### src/rtl/md_unit.sv
// Iterative multiply/divide unit with private HI/LO registers.
// Optional MD_FAST_MUL_EN: single-cycle mult/multu; div/divu stay iterative.
module md_unit #(
  parameter int WIDTH = 32,
  parameter int CNT_W = 6
) (
  input  logic             clk,
  input  logic             reset,
  input  logic             start,
  input  logic             flush,
  input  logic [5:0]       Funct,
  input  logic             Sign,
  input  logic [WIDTH-1:0] A,
  input  logic [WIDTH-1:0] B,
  output logic             busy,
  output logic [WIDTH-1:0] hi,
  output logic [WIDTH-1:0] lo,
  output logic [WIDTH-1:0] rdata
);

  typedef enum logic [1:0] {IDLE, MUL, DIV, FIX} state_t;

  state_t             state_q, state_d;
  logic [WIDTH-1:0]   hi_q, hi_d, lo_q, lo_d;
  logic [WIDTH-1:0]   a_q, a_d;
  logic [2*WIDTH-1:0] acc_q, acc_d;
  logic [CNT_W-1:0]   cnt_q, cnt_d;
  logic               neg_q, neg_d;
  logic               rneg_q, rneg_d;
  logic               div_q, div_d;

  logic             is_mul, is_div, is_mfhi, is_mflo;
  logic             is_mthi, is_mtlo, accept;
  logic [WIDTH-1:0] mag_a, mag_b;
  logic [WIDTH:0]   rem_sh, diff, add_sum;
  logic             ge;
  logic [2*WIDTH-1:0] prod;
  logic [WIDTH-1:0]   quo, rem;

  assign is_mul  = Funct[5:1] == 5'b01100;
  assign is_div  = Funct[5:1] == 5'b01101;
  assign is_mfhi = Funct == 6'b010000;
  assign is_mthi = Funct == 6'b010001;
  assign is_mflo = Funct == 6'b010010;
  assign is_mtlo = Funct == 6'b010011;

  assign accept = start & ~flush & (state_q == IDLE);
  assign busy   = state_q != IDLE;
  assign hi     = hi_q;
  assign lo     = lo_q;

  always_comb begin
    rdata = '0;
    unique case (1'b1)
      is_mfhi: rdata = hi_q;
      is_mflo: rdata = lo_q;
      default: rdata = '0;
    endcase
  end

  always_comb begin
    state_d = state_q;
    hi_d    = hi_q;
    lo_d    = lo_q;
    a_d     = a_q;
    acc_d   = acc_q;
    cnt_d   = cnt_q;
    neg_d   = neg_q;
    rneg_d  = rneg_q;
    div_d   = div_q;
    prod    = '0;
    quo     = '0;
    rem     = '0;

    mag_a = (Sign & A[WIDTH-1]) ? -A : A;
    mag_b = (Sign & B[WIDTH-1]) ? -B : B;

    // Remainder stays below the divisor, so WIDTH+1 bits hold the trial result.
    rem_sh  = acc_q[2*WIDTH-1:WIDTH-1];
    diff    = rem_sh - {1'b0, a_q};
    ge      = ~diff[WIDTH];
    add_sum = {1'b0, acc_q[2*WIDTH-1:WIDTH]}
            + (acc_q[0] ? {1'b0, a_q} : '0);

    unique case (state_q)
      IDLE: begin
        if (accept) begin
          unique case (1'b1)
            is_mul: begin
`ifdef MD_FAST_MUL_EN
              prod = {{WIDTH{1'b0}}, mag_a} * {{WIDTH{1'b0}}, mag_b};
              if (Sign & (A[WIDTH-1] ^ B[WIDTH-1]))
                prod = -prod;
              hi_d = prod[2*WIDTH-1:WIDTH];
              lo_d = prod[WIDTH-1:0];
`else
              a_d     = mag_a;
              acc_d   = {{WIDTH{1'b0}}, mag_b};
              neg_d   = Sign & (A[WIDTH-1] ^ B[WIDTH-1]);
              div_d   = 1'b0;
              cnt_d   = CNT_W'(WIDTH);
              state_d = MUL;
`endif
            end
            is_div: begin
              a_d     = mag_b;
              acc_d   = {{WIDTH{1'b0}}, mag_a};
              // Zero divisor: leave quotient unsigned so it reads all ones.
              neg_d   = Sign & (A[WIDTH-1] ^ B[WIDTH-1]) & (|B);
              rneg_d  = Sign & A[WIDTH-1];
              div_d   = 1'b1;
              cnt_d   = CNT_W'(WIDTH);
              state_d = DIV;
            end
            is_mthi: hi_d = A;
            is_mtlo: lo_d = A;
            default: ;
          endcase
        end
      end
      MUL: begin
        acc_d = {add_sum, acc_q[WIDTH-1:1]};
        cnt_d = cnt_q - 1'b1;
        if (cnt_q == CNT_W'(1))
          state_d = FIX;
      end
      DIV: begin
        if (ge)
          acc_d = {diff[WIDTH-1:0], acc_q[WIDTH-2:0], 1'b1};
        else
          acc_d = {rem_sh[WIDTH-1:0], acc_q[WIDTH-2:0], 1'b0};
        cnt_d = cnt_q - 1'b1;
        if (cnt_q == CNT_W'(1))
          state_d = FIX;
      end
      FIX: begin
        if (div_q) begin
          quo  = acc_q[WIDTH-1:0];
          rem  = acc_q[2*WIDTH-1:WIDTH];
          lo_d = neg_q ? -quo : quo;
          hi_d = rneg_q ? -rem : rem;
        end else begin
          prod = neg_q ? -acc_q : acc_q;
          hi_d = prod[2*WIDTH-1:WIDTH];
          lo_d = prod[WIDTH-1:0];
        end
        state_d = IDLE;
      end
      default: state_d = IDLE;
    endcase
  end

  always_ff @(posedge clk) begin
    if (reset) begin
      state_q <= IDLE;
      hi_q    <= '0;
      lo_q    <= '0;
      a_q     <= '0;
      acc_q   <= '0;
      cnt_q   <= '0;
      neg_q   <= 1'b0;
      rneg_q  <= 1'b0;
      div_q   <= 1'b0;
    end else begin
      state_q <= state_d;
      hi_q    <= hi_d;
      lo_q    <= lo_d;
      a_q     <= a_d;
      acc_q   <= acc_d;
      cnt_q   <= cnt_d;
      neg_q   <= neg_d;
      rneg_q  <= rneg_d;
      div_q   <= div_d;
    end
  end

endmodule

### config.mk
export PLATFORM = sky130hd
export DESIGN_NAME = md_unit
export DESIGN_NICKNAME = d
export VERILOG_FILES = /design/src/rtl/md_unit.sv
export SDC_FILE = /design/constraint.sdc
export NUM_CORES = 1
export LEC_CHECK = 0
export CAP_MARGIN = 15
export CORE_ASPECT_RATIO = 1.25
export CORE_MARGIN = 10
export CORE_UTILIZATION = 51
export DETAILED_ROUTE_END_ITERATION = 8
export PLACE_DENSITY = 0.75
export SLEW_MARGIN = 20
export SYNTH_ARGS = -nofsm -noshare
export SYNTH_HDL_FRONTEND = slang
export SYNTH_SLANG_ARGS = --single-unit
export TNS_END_PERCENT = 100
### constraint.sdc
create_clock -name clk -period 4.26 [get_ports clk]
set_clock_uncertainty 0.2 [all_clocks]
set_input_delay 0.639 -clock clk [delete_from_list [all_inputs] [get_ports clk]]
set_output_delay 0.639 -clock clk [all_outputs]
set_load 0.1 [all_outputs]
## After elaboration in Yosys (flattened, before gate mapping)

Index checks and enable logic that the tools add are counted.

- Bits in registers: 171
- Latch bits: 0
- Memory bits (writable): 0
- ROM bits: 0
- Output and inout port bits: 97
- Memories: 0

- Add/sub/neg operators: 8
- Multiply operators: 0
- Divide/modulo/power cells: 0
- $lt $le $gt $ge: 0
- Equality and inequality tests: 16
- Shifts and indexed selects: 0
- Multiplexer cells: 29
- Bitwise gates (word level): 8
- Reductions and logical operators: 16

Operators by type and width:

| operator | count |
|---|---|
| 32-bit 2-to-1 mux | 11 |
| 32-bit one-hot mux with 2 select lines | 4 |
| 64-bit 2-to-1 mux | 3 |
| 64-bit one-hot mux with 3 select lines | 1 |
| 32-bit negation | 4 |
| 64-bit one-hot mux with 2 select lines | 1 |
| 64-bit negation | 1 |
| 32-bit by 32-bit adder with 33-bit output | 1 |
| 33-bit by 32-bit subtractor with 33-bit output | 1 |
| 32-bit OR reduction | 1 |
| 6-bit by 5-bit == test with 1-bit output, second input constant | 4 |
| 3-bit AND reduction | 7 |
| 6-bit 2-to-1 mux | 2 |
| 6-bit one-hot mux with 2 select lines | 1 |
| 5-bit by 4-bit == test with 1-bit output, second input constant | 2 |
| 2-bit inequality test, second input constant | 4 |
| 2-bit nonzero test | 4 |
| 1-bit bitwise AND | 6 |
| 6-bit by 1-bit == test with 1-bit output, second input constant | 1 |
| 2-bit one-hot mux with 3 select lines | 1 |
| 6-bit by 1-bit subtractor with 6-bit output, second input constant | 1 |
| 2-bit == test, second input constant | 2 |
| 2-bit 2-to-1 mux | 2 |
| 1-bit one-hot mux with 2 select lines | 2 |
| other kinds (9) | 10 |

## Depth between registers and ports, before layout

Gate-level depths: netlist of run 1.

- Depth in word-level cells: 5
- Gate-level depth with buffers: 16

## Worst setup path before layout of run 1

Ideal clock, no wire load.

- Kind: input -> output
- Start point: input port Funct[1]
- End point: output port rdata[0]
- Arrival: 2.820 ns
- Required time: 3.421 ns
- Setup slack: 0.601 ns
- Cell stages on the path: 4
- Cells stage by stage: clkbuf_1 > buf_1 > mux2i_1 > nor2_1

- Longest elaborated chain between the ends: 2
- Elaborated cells on any way between the ends: 3
- Classes of those cells: 2 x eq/ne; 1 x mux

Ends and longest elaborated chain:

| element | line | text |
|---|---|---|
| start: declaration | 11 | `input logic [5:0] Funct,` |
| 6-bit by 5-bit == test with 1-bit output, on equally long branches | 44, 42 |  |
| 32-bit one-hot mux with 2 select lines * | 54 | `unique case (1'b1)` |
| end: declaration | 18 | `output logic [WIDTH-1:0] rdata` |

Every way passes the cells marked *; elsewhere a longest branch is shown, timed or not.

## Worst setup path after layout of run 1

- Start point: register acc_q[31]
- End point: register acc_q[0]

- Longest elaborated chain between the ends: 3

Ends and longest elaborated chain:

| element | line | text |
|---|---|---|
| start: declaration | 26 | `logic [2*WIDTH-1:0] acc_q, acc_d;` |
| start signal: assignment | 159 | `acc_q <= '0;` |
| start signal: assignment | 169 | `acc_q <= acc_d;` |
| 33-bit by 32-bit subtractor with 33-bit output | 80 | `diff = rem_sh - {1'b0, a_q};` |
| 64-bit 2-to-1 mux | 128 | `if (ge)` |
| 64-bit one-hot mux with 3 select lines | 85 | `unique case (state_q)` |

Every way passes these cells.
A chain may end at the register's enable or synchronous reset.

==> flow_summary.toml, run 1 <==
[synth]
synth_flop_cell = "dfxtp_1"
synth_common_cells = "304 x nor2_1, 207 x a21oi_1, 171 x dfxtp_1, 168 x nand2_1, 131 x clkbuf_1"
synthArstFlopShare = 0
yosysWarnings = 0
ys_types = 97
synth_fp_nets = 2241
synth-seq-cells = 171
netlist_instances = 2090
synth_area_leaders = "dfxtp_1 22%, nor2_1 7.5%, a21oi_1 6.8%"
synth_top_area_frac = 0.2236
syn_area_um2 = 15310
synth_top_area_cell = "dfxtp_1"
postSynthAreaPerCell_um2 = 7.324
synth_edf_count = 0
seq_area_frac_synth = 0.2236
synthMostInstantiatedCell = "nor2_1"

[floorplan]
die_w_um = 175.0
ios = 172
dieArea_um2 = 37390
placeableCoreArea_um2 = 29430
die_h_um = 213.7
fp-row-count = 70
start_util = 0.5202

[critical_path]
end_kind = "register"
worstPathCellList = "inv_1 > ha_1 > inv_1 > fa_1 > a211o_1 > a211o_1 > a21bo_1 > o21ba_1 > and3_4 > nor2_4 > buf_4 > a22oi_1 > a21o_1 > a21oi_1"
cp.depth = 14
cp_slowest_cell = "fa_1"
crit_arrival_ns = 3.94
start_kind = "register"
worstSetupPathType = "register to register"
path_max_fanout = 17
cp_top_family = "compound AO/OA/AOI/OAI gates"
rrSetupSlack_ns = 0.48
crit_buf_inv = 3
rr_worst_depth = 14
r2r-start = "acc_q[31]$_SDFFE_PP0P_"
crit_required_ns = 4.42
critPathMaxStageDelay_ns = 0.42
r2r-end = "acc_q[0]$_SDFFE_PP0P_"

[global_route]
overflow = 0
grt_antenna_before_repair = 0
grt_pass1_vias = 16110
grt_pass1_wl_mm = 95.36
groute.usage.overall = 0.3258
grt_max_degree = 97

[placement]
place_ws_ns = 0.4706
place_area_um2 = 17820
place_inst = 2568
hpwl_mm = 49.46
gp_congestion = 1.072
io_buffers = 171

[layout]
nets = 2342
multiInputGateArea_um2 = 11040
diodes = 0
fill_cells = 2734
area_growth_pct = 20.39
regArea_um2 = 3423
drive_gt1_frac = 0.08167
final_cell_area_um2 = 18430
fin_cells = 2600

[sta]
fin_crit_ns = 3.785
max_freq_mhz = 264.2
rsz0062_at_grt = "no"
fin_ws_ns = 0.4752
finalSetupTns_ns = 0
final_hold_viol_count = 0
slew_violations = 0
holdWs_ns = 0.2760
max-slew-margin-rel = 0.1844
setup_viol = 0
tightest_slew_ns = 1.219
period_share = 0.8884

[clock_tree]
h-tree-depth = 4
cts.repair.resized = 0
tritoncts = "done"
hold_buffers = 0
clock_tree.buffer_depth = 2
postCtsSetupBuffers = 0
clk_pin_slew_ns = 0.08
clock-sinks = 171
numCtsBuffers = 17
clk_latency_ns = 0.45
clockRootBuffer = "clkbuf_16"

[pwr]
p_sw_frac = 0.4477
p_comb_frac = 0.429
leakagePower_nw = 7.366
pwr-share-seq = 0.309
p_sw_mw = 2.825
powerDensity_nw_per_um2 = 342.4
pwr-share-clk = 0.261
p_int_mw = 3.485
max-vdd-ir-drop_mv = 0.3302

[hold_path]
hold_start = "hi[8]$_SDFFE_PP0P_"
whs_path_depth = 2
holdCritPathClass = "register to register"
whs_endpoint = "hi[8]$_SDFFE_PP0P_"

[routing]
vias_per_cell = 6.541
first_pass_iters = 9
drc_errors = 10
wl_per_cell_um = 24.47
drtIter0Drc = 2313
antenna_left = 0
via_count = 17010
routed_wl_mm = 63.63

[outcome]
violations = "DRC"
status = "finished with violations"

[run]
cap_violations = 0
[power by group through the flow]
stage | Clock (mW) | Sequential, mW | Combinational, mW
4_1_cts | 1.65 | 1.94 | 2.62
3_3_place_gp | 0 | 1.98 | 2.60
3_5_place_dp | 0 | 1.98 | 2.61
2_1_floorplan | 0 | 1.97 | 1.72
5_1_grt | 1.71 | 1.97 | 2.87
6_report | 1.65 | 1.95 | 2.71
[layer usage]
layer / track usage / vias to the layer above / routed length (µm)
li1: - / 7814 / -
met1: 0.3631 / 7996 / 23600
met2: 0.5666 / 948 / 30550
met3: 0.04893 / 248 / 4632
met4: 0.2225 / 0 / 4844
met5: 0 / - / 0
[layout make-up]
class                      instances  share of cell area
inverter                          67             0.01365
sequential                       171              0.1858
timing repair buffer             239              0.1416
clock buffer                      17             0.02309
multi-input combinational       1695              0.5993
tap                              396             0.02689
clock inverter                    15            0.009641
[cell usage in the layout (no fill, tap or decap), types with 7 or more instances in the layout]
master	instances
buf_4	63
nor2b_1	12
clkdlybuf4s50_1	137
and2_1	9
nand3_1	28
xnor2_1	92
a211o_1	13
nor3_1	36
and3_1	11
buf_12	38
o21bai_1	12
a211oi_1	75
or2_2	7
inv_1	65
a21oi_1	206
a22o_1	16
or4_1	13
nor2_1	304
o211ai_1	17
o21ai_0	103
nand2_1	167
dfxtp_1	171
nand2b_1	13
a221oi_1	26
ha_1	73
xor2_1	80
nor4_1	14
a31oi_1	20
or3_1	14
o21ai_1	13
o41ai_1	8
a22oi_1	28
o221ai_1	11
mux2i_1	62
clkbuf_16	17
o31ai_1	26
a21o_1	49
a222oi_1	8
nand4_1	15
[tightest hold or removal path: cells and delay by family, from the launching register on]
kind,cells,cell delay (ns)
AO/OA/AOI/OAI,1,0.05
flip-flops,1,0.32
AND/OR/NAND/NOR,1,0.05
[registers in the layout, summed over array words and instances (netlist names)]
name	count
hi	32
acc_q	64
rneg_q	1
a_q	32
state_q	2
neg_q	1
div_q	1
cnt_q	6
lo	32
[logic make-up after synthesis]
logic type                 Yosys count  share of synthesized area
and+or+nand+nor                    686                     0.2114
buffers and inverters              224                    0.05697
muxes                               65                    0.04275
DFF                                171                     0.2236
adders and majority gates           76                    0.06310
AOI/OAI and AO/OA                  696                     0.3037
xor gates and xnor gates           172                    0.09841
[through the flow]
step                total power, mW    util
floorplan                     3.684       -
global placement              4.572  0.6057
detailed placement            4.595  0.6057
CTS                           6.221  0.6262
global route                  6.548  0.6262
finish                        6.310  0.6262
[worst max-delay path by stage]
stage | startpoint | slack (ns) | endpoint
2_1_floorplan | Funct[1] | 0.60 | rdata[0]
3_3_place_gp | A[2] | 0.51 | acc_q[27]$_SDFFE_PP0P_
3_5_place_dp | B[4] | 0.47 | acc_q[27]$_SDFFE_PP0P_
4_1_cts | acc_q[31]$_SDFFE_PP0P_ | 0.50 | acc_q[54]$_SDFFE_PP0P_
5_1_grt | acc_q[31]$_SDFFE_PP0P_ | 0.28 | acc_q[0]$_SDFFE_PP0P_
6_report | acc_q[31]$_SDFFE_PP0P_ | 0.48 | acc_q[0]$_SDFFE_PP0P_
Note: power is estimated with default switching activity, not from simulation.
==> run 2, diff against run 1 <==
--- a/config.mk
+++ b/config.mk
@@ -8,9 +8,10 @@
 export CAP_MARGIN = 15
 export CORE_ASPECT_RATIO = 1.25
 export CORE_MARGIN = 10
-export CORE_UTILIZATION = 51
+export CORE_UTILIZATION = 50
 export DETAILED_ROUTE_END_ITERATION = 8
-export PLACE_DENSITY = 0.75
+export PLACE_DENSITY = 0.74
+export SETUP_SLACK_MARGIN = 0.4
 export SLEW_MARGIN = 20
 export SYNTH_ARGS = -nofsm -noshare
 export SYNTH_HDL_FRONTEND = slang
==> run 2 against run 1 <==
Compared with the run above: the flow now finishes without violations; largest power group unchanged; cell count rose by 0.12%; worst setup slack got worse by 0.00099 ns; count of clock-buffer cells in the layout did not move; global-route usage fell by 1.2 points; worst hold slack improved by 0.0049 ns; sequential power barely moved; largest cell class unchanged; maximum frequency barely moved; routed wire length fell by 2.0%.
==> flow_summary.toml, run 2 (synthesized netlist as in run 1, its figures left out) <==
[global_route]
grt_max_degree = 97
groute.usage.overall = 0.3140
overflow = 0
grt_antenna_before_repair = 0
grt_pass1_wl_mm = 94.62
grt_pass1_vias = 15940

[layout]
fin_cells = 2603
nets = 2341
largest_reg_flops = 64
final_common_cell = "nor2_1"
top_register = "acc_q"
drive_gt1_frac = 0.08174
final_cell_mix = "304 x nor2_1, 206 x a21oi_1, 171 x dfxtp_1, 167 x nand2_1, 137 x clkdlybuf4s50_1"
area_growth_pct = 19.76
diodes = 0
final_cell_area_um2 = 18330
fill_cells = 2771

[critical_path]
worstSetupPathType = "register to register"
cp_slowest_cell = "fa_1"
rrSetupSlack_ns = 0.47
path_max_fanout = 22
crit_arrival_ns = 3.97
r2r-end = "acc_q[35]$_SDFFE_PP0P_"
cp_top_family = "compound AO/OA/AOI/OAI gates"
r2r-start = "acc_q[31]$_SDFFE_PP0P_"
rr_worst_depth = 13
end_kind = "register"
cpMostUsedCell = "a211o_1"
crit_buf_inv = 3
worstPathCellList = "inv_2 > ha_1 > inv_1 > fa_1 > a211o_1 > a211o_1 > a21bo_1 > o21ba_1 > and3_4 > or2_1 > buf_8 > o31a_1 > o21ai_1"
crit_required_ns = 4.45
critPathMaxStageDelay_ns = 0.43
start_kind = "register"

[clock_tree]
hold_buffers = 0
clockRootBuffer = "clkbuf_16"
clk_latency_ns = 0.46
clk_pin_slew_ns = 0.07
tritoncts = "done"
h-tree-depth = 4
clock_tree.buffer_depth = 2
numCtsBuffers = 17
clock-sinks = 171
postCtsSetupBuffers = 0

[sta]
period_share = 0.8887
fin_ws_ns = 0.4742
slew_violations = 0
fin_crit_ns = 3.786
tightest_slew_ns = 1.116
final_hold_viol_count = 0
setup_viol = 0
finalSetupTns_ns = 0
rsz0062_at_grt = "yes"
max_freq_mhz = 264.1
max-slew-margin-rel = 0.2534

[pwr]
powerDensity_nw_per_um2 = 333.4
leakagePower_nw = 7.326
max-vdd-ir-drop_mv = 0.3012
total_power_mw = 6.111

[placement]
gp_congestion = 1.057
place_ws_ns = 0.3933
place_inst = 2572
place_area_um2 = 17770
hpwl_mm = 48.79
io_buffers = 171

[floorplan]
die_w_um = 176.5
die_h_um = 215.6
fp-row-count = 71
placeableCoreArea_um2 = 30120
start_util = 0.5083
ios = 172
dieArea_um2 = 38060

[hold_path]
hold_start = "hi[24]$_SDFFE_PP0P_"
whs_path_depth = 2
whs_endpoint = "hi[24]$_SDFFE_PP0P_"
holdCritPathClass = "register to register"

[routing]
antenna_left = 0
first_pass_iters = 7
drtIter0Drc = 2045
vias_per_cell = 6.492
drc_errors = 0
via_count = 16900
wl_per_cell_um = 23.96
routed_wl_mm = 62.38

[outcome]
status = "finished, final reports clean"

[run]
cap_violations = 0
## run 2: cell count changes in the layout (fill, tap and decap cells not counted), sizes merged
cell	previous run	this run
clkinv	6	9
clkinvlp	2	1
bufinv	1	0
buf	102	101
inv	73	71
## run 2: per-stage QoR
| stage | hold slack, ns | util |
|---|---|---|
| floorplan | 0.2544 | - |
| global placement | 0.2580 | 0.5902 |
| detailed placement | 0.2640 | 0.5902 |
| CTS | 0.2798 | 0.6081 |
| global route | 0.3051 | 0.6087 |
| finish | 0.2809 | 0.6087 |
## run 2: per-layer routing
metal | vias up | wire length (µm) | track usage
li1 | 7810 | - | -
met1 | 7978 | 23570 | 0.3568
met2 | 901 | 29650 | 0.5323
met3 | 210 | 4722 | 0.04873
met4 | 0 | 4438 | 0.2074
met5 | - | 0 | 0
## run 2: worst register-to-register path, cell delays in order (launching register included)
cell     delay, ns
dfxtp_1       0.32
inv_2         0.13
ha_1          0.22
inv_1         0.07
fa_1          0.43
a211o_1       0.30
a211o_1       0.35
a21bo_1       0.24
o21ba_1       0.29
and3_4        0.24
or2_1         0.26
buf_8         0.18
o31a_1        0.33
o21ai_1       0.15
## run 2: how the worst max path moves through the flow
stage | from | end | slack [ns] | depth (start not counted)
final | acc_q[31]$_SDFFE_PP0P_ | acc_q[35]$_SDFFE_PP0P_ | 0.47 | 13
after global routing | acc_q[0]$_SDFFE_PP0P_ | acc_q[61]$_SDFFE_PP0P_ | 0.33 | 13
after CTS | acc_q[31]$_SDFFE_PP0P_ | acc_q[35]$_SDFFE_PP0P_ | 0.48 | 13
after detailed placement | acc_q[31]$_SDFFE_PP0P_ | acc_q[35]$_SDFFE_PP0P_ | 0.39 | 13
after global placement | acc_q[31]$_SDFFE_PP0P_ | acc_q[35]$_SDFFE_PP0P_ | 0.42 | 13
after floorplan | Funct[1] | rdata[0] | 0.60 | 4
## run 2: area by class of cell
class	count	area, µm²	area share
inverters	67	251.5	0.01372
clock inverters	14	113.9	0.006211
multi-input cells	1695	11050	0.6029
clock buffers	17	425.4	0.02321
flip-flops and latches	171	3423	0.1867
repair buffers	238	2564	0.1399
well taps	401	501.7	0.02737
## run 2: report_power, final
group / internal, mW / switching, mW
clock network: 0.755 / 0.763
logic: 0.882 / 1.73
registers: 1.74 / 0.245
## run 2: repair_timing
action | 4_1_cts | 5_1_grt
endpoints found under the setup margin | 2 | 16
gates resized for setup | 1 | 5
pin swaps | 0 | 1
==> run 3, diff against run 2 <==
--- a/config.mk
+++ b/config.mk
@@ -11,6 +11,7 @@
 export CORE_UTILIZATION = 50
 export DETAILED_ROUTE_END_ITERATION = 8
 export PLACE_DENSITY = 0.74
+export RECOVER_POWER = 100
 export SETUP_SLACK_MARGIN = 0.4
 export SLEW_MARGIN = 20
 export SYNTH_ARGS = -nofsm -noshare
==> run 3 against run 2 <==
Compared with the run above: worst hold slack is essentially flat; via count is essentially flat; cell area decreased by 2.8%; critical endpoint is now acc_q[61]$_SDFFE_PP0P_; largest cell class unchanged.
==> flow_summary.toml, run 3 (synthesized netlist as in run 1, its figures left out) <==
[clock_tree]
postCtsSetupBuffers = 0
clk_pin_slew_ns = 0.07
numCtsBuffers = 17
clk_latency_ns = 0.46
tritoncts = "done"
clockRootBuffer = "clkbuf_16"
clock_tree.buffer_depth = 2
h-tree-depth = 4
hold_buffers = 0
clock-sinks = 171

[routing]
routed_wl_mm = 62.51
first_pass_iters = 8
drc_errors = 0
antenna_left = 0
drtIter0Drc = 1966
vias_per_cell = 6.493
wl_per_cell_um = 24.01
via_count = 16900

[layout]
diodes = 0
final_common_cell = "nor2_1"
top_register = "acc_q"
largest_reg_flops = 64
final_util = 0.5915
nets = 2341
fill_cells = 2853
final_cell_mix = "305 x nor2_1, 206 x a21oi_1, 171 x dfxtp_1, 168 x nand2_1, 109 x o21ai_0"
drive_gt1_frac = 0.06767
area_growth_pct = 16.37

[floorplan]
dieArea_um2 = 38060
die_h_um = 215.6
die_w_um = 176.5
fp-row-count = 71
placeableCoreArea_um2 = 30120
start_util = 0.5083
ios = 172

[critical_path]
crit_required_ns = 4.38
r2r-start = "acc_q[31]$_SDFFE_PP0P_"
crit_arrival_ns = 4.11
worstSetupPathType = "register to register"
critPathMaxStageDelay_ns = 0.43
cp-startpoint = "acc_q[31]$_SDFFE_PP0P_"
path_max_fanout = 3
start_kind = "register"
worstPathCellList = "inv_1 > ha_1 > inv_1 > fa_1 > a211o_1 > a211o_1 > a21bo_1 > o21ba_1 > and3_1 > nor2_1 > mux2_1 > a221oi_1 > a21oi_1"
cp_slowest_cell = "fa_1"
end_kind = "register"
cp_top_family = "compound AO/OA/AOI/OAI gates"
crit_buf_inv = 2

[placement]
gp_congestion = 1.057
hpwl_mm = 48.79
io_buffers = 171

[sta]
slew_violations = 0
max-slew-margin-rel = 0.07391
fin_crit_ns = 3.987
max_freq_mhz = 250.8
final_hold_viol_count = 0
tightest_slew_ns = 1.389
finalSetupTns_ns = 0
period_share = 0.9359
setup_viol = 0
rsz0062_at_grt = "yes"

[global_route]
grt_pass1_wl_mm = 94.62
overflow = 0
grt_pass1_vias = 15940
grt_antenna_before_repair = 0
groute.usage.overall = 0.3140
grt_max_degree = 97

[pwr]
powerDensity_nw_per_um2 = 340.1
leakagePower_nw = 7.596
total_power_mw = 6.059
max-vdd-ir-drop_mv = 0.2926

[hold_path]
holdCritPathClass = "register to register"
hold_start = "hi[5]$_SDFFE_PP0P_"

[run]
cap_violations = 0

[outcome]
status = "finished, final reports clean"
-- run 3: changes by cell type in the layout (fill, tap and decap cells not counted), sizes merged --
cell           before  now
buf               101   59
clkbuf             17   48
clkdlybuf4s50     137   68
dlygate4sd3         0   69
dlymetal6s2s        0   11
-- run 3: timing repair --
item                                    4_1_cts  5_1_grt
hold endpoints to repair                      0        0
resized for setup                             1        5
pin swaps                                     0        1
gates cloned                                  0        0
endpoints found under the setup margin        2       16
-- run 3: stage by stage --
step                      hold slack [ns]  area, µm²  setup WS (ns)  instances
after detailed placement           0.2640      17770         0.3933       2572
after CTS                          0.2798      18310         0.4760       2603
after floorplan                    0.2544      15310         0.6013       2090
after global placement             0.2580      17770         0.4226       2572
after global routing               0.3020      17810         0.1995       2603
final                              0.2813      17810         0.2731       2603
-- run 3: layout make-up --
type                            instances  area, µm²  area share
Clock buffer                           17      425.4     0.02388
Inverter                               67      251.5     0.01412
Tap cell                              401      501.7     0.02817
Multi-Input combinational cell       1695      10960      0.6154
Clock inverter                         14      113.9    0.006392
Timing Repair Buffer                  238       2135      0.1198
Sequential cell                       171       3423      0.1922
-- run 3: where the power goes --
group          switching, mW  internal, mW  leakage (nW)
logic                   1.72         0.846          5.95
clock network          0.763         0.755         0.268
registers              0.242          1.74          1.38
-- run 3: routing by layer --
layer | track usage | vias to the layer above | wire length (µm)
met5 | 0 | - | 0
met4 | 0.2074 | 0 | 4740
met3 | 0.04873 | 230 | 4389
met2 | 0.5323 | 899 | 29400
met1 | 0.3568 | 7963 | 23980
li1 | - | 7810 | -
-- run 3: path summary, 6_finish.rpt --
check             cells past startpoint                endpoint  slack (ns)
setup / recovery                     13  acc_q[61]$_SDFFE_PP0P_        0.27
setup reg to reg                     13  acc_q[61]$_SDFFE_PP0P_        0.27
hold / removal                        1      hi[5]$_SDFFE_PP0P_        0.28
hold reg to reg                       1      hi[5]$_SDFFE_PP0P_        0.28
-- run 3: worst register-to-register path, cell delays in order (launching register included) --
cell and delay (ns):
dfxtp_1 0.32, inv_1 0.21, ha_1 0.25, inv_1 0.07, fa_1 0.43, a211o_1 0.30, a211o_1 0.36, a21bo_1 0.24
o21ba_1 0.28, and3_1 0.24, nor2_1 0.17, mux2_1 0.37, a221oi_1 0.31, a21oi_1 0.11
